<file path="config.mk">
export PLATFORM = sky130hd
export DESIGN_NAME = alu_arbiter
export DESIGN_NICKNAME = d
export VERILOG_FILES = /design/src/rtl/alu_pkg.sv /design/src/rtl/alu_arbiter_rr_arb2.sv /design/src/rtl/alu_arbiter.sv
export SDC_FILE = /design/constraint.sdc
export NUM_CORES = 1
export LEC_CHECK = 0
export CAP_MARGIN = 20
export CORE_AREA = 10 10 224 226
export CTS_CLUSTER_DIAMETER = 40
export DETAILED_ROUTE_END_ITERATION = 10
export DIE_AREA = 0 0 234 236
export GPL_ROUTABILITY_DRIVEN = 0
export PLACE_DENSITY = 0.52
export SLEW_MARGIN = 30
export SYNTH_ARGS = -nofsm -noshare
export SYNTH_HDL_FRONTEND = slang
export SYNTH_SLANG_ARGS = --single-unit
export TNS_END_PERCENT = 50
</file>
<file path="constraint.sdc">
create_clock -name CLK -period 4.5 [get_ports CLK]
set_input_delay 0.675 -clock CLK [delete_from_list [all_inputs] [get_ports CLK]]
set_output_delay 0.675 -clock CLK [all_outputs]
set_load 0.05 [all_outputs]
</file>
<file path="src/rtl/alu_pkg.sv">
// alu_pkg: shared ALU op codes, arbiter FSM encoding and op legality check.
package alu_pkg;
    localparam logic [3:0] OP_AND   = 4'b0000;
    localparam logic [3:0] OP_OR    = 4'b0001;
    localparam logic [3:0] OP_ADD   = 4'b0010;
    localparam logic [3:0] OP_SUB   = 4'b0110;
    localparam logic [3:0] OP_PASSB = 4'b0111;

    typedef enum logic [1:0] {
        ST_IDLE = 2'd0,
        ST_EXEC = 2'd1,
        ST_RESP = 2'd2
    } state_e;

    function automatic logic op_is_legal(input logic [3:0] op);
        return op inside {OP_AND, OP_OR, OP_ADD, OP_SUB, OP_PASSB};
    endfunction
endpackage

</file>
<file path="src/rtl/alu_arbiter_rr_arb2.sv">
// rr_arb2: two-way round-robin grant with a one-bit last-grant pointer.
module rr_arb2 (
    input  logic       clk,
    input  logic       rst,
    input  logic       en_i,
    input  logic [1:0] req_i,
    output logic [1:0] gnt_o
);
    // last_q holds the port granted most recently; resetting it to 1 favours port 0
    logic last_q;

    assign gnt_o = !en_i ? 2'b00 : (&req_i) ? (last_q ? 2'b01 : 2'b10) : req_i;

    always_ff @(posedge clk) begin
        if (rst)
            last_q <= 1'b1;
        else if (|gnt_o)
            last_q <= gnt_o[1];
    end
endmodule

</file>
<file path="src/rtl/alu_arbiter.sv">
// alu_arbiter: shares one registered ALU between two valid/ready requesters
// and returns the captured result on the granted requester's response channel.
module alu_arbiter
    import alu_pkg::*;
#(
    parameter int W = 64
) (
    input  logic         CLK,
    input  logic         Reset,
    input  logic         req0_valid,
    output logic         req0_ready,
    input  logic [W-1:0] req0_a,
    input  logic [W-1:0] req0_b,
    input  logic [3:0]   req0_op,
    input  logic         req1_valid,
    output logic         req1_ready,
    input  logic [W-1:0] req1_a,
    input  logic [W-1:0] req1_b,
    input  logic [3:0]   req1_op,
    output logic         rsp0_valid,
    input  logic         rsp0_ready,
    output logic [W-1:0] rsp0_data,
    output logic         rsp0_zero,
    output logic         rsp0_err,
    output logic         rsp1_valid,
    input  logic         rsp1_ready,
    output logic [W-1:0] rsp1_data,
    output logic         rsp1_zero,
    output logic         rsp1_err,
    output logic [W-1:0] alu_busa,
    output logic [W-1:0] alu_busb,
    output logic [3:0]   alu_ctrl,
    input  logic [W-1:0] alu_busw,
    input  logic         alu_zero
);
    state_e       state_q, state_d;
    logic         owner_q, owner_d;
    logic [W-1:0] a_q, a_d, b_q, b_d, res_q, res_d;
    logic [3:0]   op_q, op_d;
    logic         zero_q, zero_d, err_q, err_d;
    logic [1:0]   gnt;
    logic         legal;

    rr_arb2 u_arb (
        .clk  (CLK),
        .rst  (Reset),
        .en_i (state_q == ST_IDLE),
        .req_i({req1_valid, req0_valid}),
        .gnt_o(gnt)
    );

    assign legal      = op_is_legal(op_q);
    assign req0_ready = gnt[0];
    assign req1_ready = gnt[1];
    assign rsp0_valid = (state_q == ST_RESP) && !owner_q;
    assign rsp1_valid = (state_q == ST_RESP) && owner_q;
    assign rsp0_data  = res_q;
    assign rsp1_data  = res_q;
    assign rsp0_zero  = zero_q;
    assign rsp1_zero  = zero_q;
    assign rsp0_err   = err_q;
    assign rsp1_err   = err_q;
    // ALU is fed only from the operand registers, never from the request ports
    assign alu_busa   = a_q;
    assign alu_busb   = b_q;
    assign alu_ctrl   = op_q;

    always_comb begin
        state_d = state_q;
        owner_d = owner_q;
        a_d     = a_q;
        b_d     = b_q;
        op_d    = op_q;
        res_d   = res_q;
        zero_d  = zero_q;
        err_d   = err_q;
        case (state_q)
            ST_IDLE: if (|gnt) begin
                state_d = ST_EXEC;
                owner_d = gnt[1];
                a_d     = gnt[1] ? req1_a : req0_a;
                b_d     = gnt[1] ? req1_b : req0_b;
                op_d    = gnt[1] ? req1_op : req0_op;
            end
            ST_EXEC: begin
                state_d = ST_RESP;
                res_d   = legal ? alu_busw : '0;
                zero_d  = legal ? alu_zero : 1'b1;
                err_d   = !legal;
            end
            ST_RESP: if (owner_q ? rsp1_ready : rsp0_ready) state_d = ST_IDLE;
            default: state_d = ST_IDLE;
        endcase
    end

    always_ff @(posedge CLK) begin
        if (Reset) begin
            state_q <= ST_IDLE;
            owner_q <= 1'b0;
            a_q     <= '0;
            b_q     <= '0;
            op_q    <= OP_AND;
            res_q   <= '0;
            zero_q  <= 1'b0;
            err_q   <= 1'b0;
        end else begin
            state_q <= state_d;
            owner_q <= owner_d;
            a_q     <= a_d;
            b_q     <= b_d;
            op_q    <= op_d;
            res_q   <= res_d;
            zero_q  <= zero_d;
            err_q   <= err_d;
        end
    end
endmodule
</file>
## Yosys cells after proc, flatten, opt, wreduce, memory -nomap -nowiden

Index checks and enable logic that the tools add are counted.
W data, S select, Z words.

- Register bits after elaboration: 202
- Latch bits: 0
- RAM bits: 0
- Bits in read-only memories: 0
- Input port bits: 335
- Output and inout bits: 268
- Logic and storage cells: 40
- Memories: 0

- Add/sub/neg operators: 0
- Multipliers: 0
- Div/mod/pow operators: 0
- Magnitude comparators: 0
- Equal/unequal tests: 8
- Shift operators: 0
- Muxes and demuxes: 12
- Bitwise operators: 0
- Reduce and logical (&&, ||, !) cells: 11

Operators with widths:

| cell | number |
|---|---|
| $mux W64 | 3 |
| $mux W2 | 5 |
| $eq A4 B3 Y1 const B | 2 |
| $pmux W2 S3 | 1 |
| $reduce_and A2 Y1 | 3 |
| $reduce_bool A5 Y1 | 1 |
| $eq A4 B1 Y1 const B | 1 |
| $eq A4 B2 Y1 const B | 1 |
| $logic_not A4 Y1 | 1 |
| $mux W4 | 1 |
| $eq A2 B1 Y1 const B | 1 |
| $eq A2 B2 Y1 const B | 1 |
| $logic_and A1 B1 Y1 | 2 |
| $logic_not A1 Y1 | 2 |
| $logic_not A2 Y1 | 1 |
| $mux W1 | 2 |
| $ne A2 B1 Y1 const B | 1 |
| $ne A2 B2 Y1 const B | 1 |
| $reduce_or A2 Y1 | 1 |

## Logic depth before layout (Yosys ltp)

- Word-level depth: 6
- Depth in mapped cells: 7
- Depth with buffers taken out: 3

## Modules after synthesis

Synthesis repeated with hierarchy kept, for this count alone.

- Cells, all modules: 848
- Area total of the unflattened synthesis: 8667.1 µm²

Modules (own cells, without submodules):

| module | times used | cells an instance | area an instance (µm²) | seq. area each (µm²) |
|---|---|---|---|---|
| alu_arbiter | 1 | 840 | 8608.3 | 4023.9 |
| rr_arb2 | 1 | 8 | 58.8 | 20.0 |

## Worst setup path before layout

Ideal clock, no wire load.

- Path kind: input to output
- Start: input port req1_valid
- End: output port req1_ready
- Data arrival time: 1861 ps
- Data required time: 3825 ps
- Path slack: 1964 ps
- Stages: 5
- Path buffers: 3
- Cell sequence: buf_2 > clkbuf_1 > clkbuf_1 > nand3_1 > inv_1

- Word-level cells in the longest chain between the ends: 3

Ends and longest elaborated chain:

| item | RTL line | RTL |
|---|---|---|
| start: declaration | alu_arbiter.sv:15 | `input logic req1_valid,` |
| $reduce_and A2 Y1 | alu_arbiter_rr_arb2.sv:12 | `assign gnt_o = !en_i ? 2'b00 : (&req_i) ? (last_q ? 2'b01 : 2'b10) : req_i;` |
| $mux W2 * (2 in a row) | alu_arbiter_rr_arb2.sv:12 |  |
| end: declaration | alu_arbiter.sv:16 | `output logic req1_ready,` |

Mark *: on every way between the ends. The rest lies on a longest branch, timed or not.

## Worst setup path in the final report

- Start: input port req0_valid
- End: output port req1_ready

- Word-level cells in the longest chain between the ends: 3

Ends and longest elaborated chain:

| item | RTL line | RTL |
|---|---|---|
| start: declaration | alu_arbiter.sv:10 | `input logic req0_valid,` |
| $reduce_and A2 Y1 | alu_arbiter_rr_arb2.sv:12 |  |
| $mux W2 (2 in a row) | alu_arbiter_rr_arb2.sv:12 |  |

Every way passes these cells.

==> metrics.md <==
| Metric | Value |
|---|---|
| # nets final | `around 1800` |
| IO Port Bufs | `602` |
| Setup TNS | `0 ns` |
| CTS Buffer Depth | `3` |
| Final instance area | `between 15000 and 20000 sq um` |
| Period utilization | `~71%` |
| Layout area overhead | `81.5%` |
| Netlist cell types | `29` |
| Status | `finished clean` |
| CP max-delay cell | `clkdlybuf4s50_1` |
| Global Route Usage Sum | `17.9%` |
| Worst-margin pin slew | `1.02 ns` |
| Setup-failing EPs final | `0` |
| CP Max Fanout | `6` |
| Root Driver | `clkbuf_16` |
| Synth Instances | `1039` |
| Number of buffers created by CTS | `42` |
| Clock Sinks | `202` |
| Die Span Y | `236 um` |
| Remaining antenna violation count | `0` |
| # fillers | `4686` |
| CTS tree | `yes` |
| Post_cts resized | `0` |
| Share of cells above drive strength 1 | `under 10%` |
| I/O pin count | `approximately 600` |
| Number of DRC markers in iteration 0 | `663` |
| Vias in the first global route | `10900` |
| Number of H-tree levels | `2` |
| Syn_area_per_cell | `8.88 sq um` |
| Routed via count | `10900` |
| Slew headroom | `32.1%` |
| Register bit total from synthesis | `202` |
| Kind of critical path | `in2out` |
| Min cycle time layout | `3.22 ns` |
| Hold crit path type | `reg2reg` |
| Initial core utilization | `20.1%` |
| Clock slew at reported path FFs | `0.05 ns` |
| Largest net degree at the start of global routing | `99` |
| Critical Path AT | `2.54 ns` |
| First drt pass iteration count | `7` |
| Worst path required time | `around 3.8 ns` |
| Syn Nets | `1374` |
| Row count | `79` |
| RSZ-0062 raised after global routing | `no` |
| Top cell type by total area after synthesis | `dfxtp_1` |
| Drc violations | `0` |
| Die width | `234 um` |
| Most frequent CP cell | `clkdlybuf4s50_1` |
| Worst-path cell chain | `clkdlybuf4s50_1, nand2_4, nand3_1, inv_1, clkdlybuf4s50_1` |
| CTS Hold Bufs | `0` |
| Peak VDD IR | `between 0.3 and 0.4 mV` |
| Die Area | `55200 sq um` |
| Critical path capture point type | `primary output` |
| Hold Fails Final Rpt | `0` |
| Seq/Total Area, Yosys | `around 44%` |
| Pwr/cell area | `roughly 480 nW/um^2` |
| Buf/Inv on CP | `3` |
| Routed WL | `53400 um` |
| Placed Instance Area | `around 15000 sq um` |
| GRT overflow | `0` |
| Fin. max-slew vios | `0` |
| Clk_skew | `0.0132 ns` |
| Core ar. | `45900 sq um` |
| Crit path max-delay family | `buffers and inverters` |
| Yosys warnings | `0` |
| FF+latch area | `between 4000 and 5000 sq um` |
| LEAKAGE | `5.72 nW` |
| Main area contributors after synthesis | `dfxtp_1 44%, a311oi_1 13%, nand4_1 9.0%` |
| Initial antenna violation count | `4` |
| DR vias/cell | `5.10` |
| Share of the synthesized area in the top cell type | `approximately 44%` |
| Global-route wire length before repair | `around 76000 um` |
| Setup Fix Bufs, Post-CTS | `0` |
| Clock Latency Late Sink | `0.54 ns` |
| Synth Cell Area | `9220 sq um` |
| CP Launch Type | `primary input` |
| Max Cap Viol | `0` |
| Slowest Stage Delay on Critical Path | `0.81 ns` |
| FMAX | `a little over 300 MHz` |
| Multi-input gate area | `between 4000 and 5000 sq um` |
| DPL Wire Length | `38300 um` |
| Drt wl/cell | `25.0 um` |
[cells in the mapped netlist]
master and n:
a22o_1 64, dfxtp_1 202, clkbuf_1 122, nand3_1 1, nor3_1 3, and3_1 1
buf_2 11, mux2i_1 1, nand4_1 132, and3b_1 1, nor2b_1 4, nor2_1 5
nor4_1 1, nand3b_1 1, or3b_4 1, a21oi_1 135, nand2b_1 1, buf_6 6
buf_1 4, or2_2 2, inv_1 4, nand2_1 1, and2_1 2, a31o_2 1
o21ai_0 133, buf_4 66, nor4_4 1, a211o_1 1, a311oi_1 132
[power breakdown]
| part | total, mW | switching, mW | internal, mW |
|---|---|---|---|
| clock | 3.47 | 1.09 | 2.38 |
| combinational | 2.41 | 1.55 | 0.859 |
| sequential | 2.13 | 0.136 | 1.99 |
[cell type report]
cell class / count / share of cell area (%)
antenna: 1 / 0.0150
clock buffer: 53 / 7.07
clock inverter: 24 / 2.29
inverter: 4 / 0.120
multi-input combinational: 624 / 24.6
sequential: 202 / 24.2
tap: 607 / 4.54
timing repair buffer: 624 / 37.2
[logic make-up (layout without fill, tap and decap cells)]
group / count (synthesis) / count (layout) / synth area share, %
other: 0 / 1 / 0
muxes: 1 / 1 / 0.109
DFF: 202 / 202 / 43.9
AOI/OAI and AO/OA: 466 / 466 / 33.4
and+or+nand+nor: 157 / 157 / 10.7
buffers and inverters: 213 / 705 / 12.0
[placed cells by master (no fill, tap or decap), types with 4 or more instances in the layout]
| cell | instances |
|---|---|
| clkinvlp_4 | 6 |
| clkbuf_8 | 7 |
| o21ai_0 | 133 |
| a22o_1 | 64 |
| inv_6 | 4 |
| bufinv_16 | 9 |
| buf_4 | 20 |
| dfxtp_1 | 202 |
| clkdlybuf4s50_1 | 600 |
| nor2b_1 | 4 |
| clkbuf_16 | 43 |
| a21oi_1 | 134 |
| a311oi_1 | 132 |
| nand4_1 | 132 |
[state kept, by name, summed over array words and instances, names as in the netlist]
register      cells
alu_busb         64
owner_q           1
rsp0_data        64
state_q           2
rsp0_err          1
rsp0_zero         1
alu_ctrl          4
u_arb.last_q      1
alu_busa         64
[metrics by stage]
step | hold slack (ns) | power, mW | setup WS [ns] | utilization, % | instances
2_1_floorplan | 0.490 | 3.58 | 1.96 | - | 1039
3_3_place_gp | 0.489 | 4.56 | 1.29 | 33.1 | 2061
3_5_place_dp | 0.489 | 4.57 | 1.28 | 33.1 | 2061
4_1_cts | 0.505 | 8.09 | 1.27 | 36.5 | 2138
5_1_grt | 0.516 | 8.28 | 1.21 | 36.5 | 2139
6_report | 0.501 | 8.01 | 1.28 | 36.5 | 2139
[path summary, 6_finish.rpt]
path	from	endpoint	slack, ns	cells past startpoint
hold reg to reg	rsp0_data[16]$_SDFFE_PP0N_	rsp0_data[16]$_SDFFE_PP0N_	0.50	1
hold / removal	rsp0_data[16]$_SDFFE_PP0N_	rsp0_data[16]$_SDFFE_PP0N_	0.50	1
setup / recovery	req0_valid	req1_ready	1.28	5
setup reg to reg	state_q[1]$_SDFFE_PP0P_	alu_ctrl[3]$_SDFFE_PP0P_	1.81	5
[worst register-to-register path, delay by kind of cell, from the launching register on]
family	cells	cell delay, ns
DFF	1	0.38
and+or+nand+nor	2	0.44
AOI/OAI and AO/OA	1	0.32
buffers and inverters	2	1.46
[per-layer routing]
layer,track usage [%],vias to the layer above,part of all wire (%)
met1,19.8,5296,37
li1,-,4966,-
met2,30.3,552,48
met4,7.78,4,4.3
met5,0,-,0.051
met3,6.54,98,10
Power figures use the tool's default switching activity.
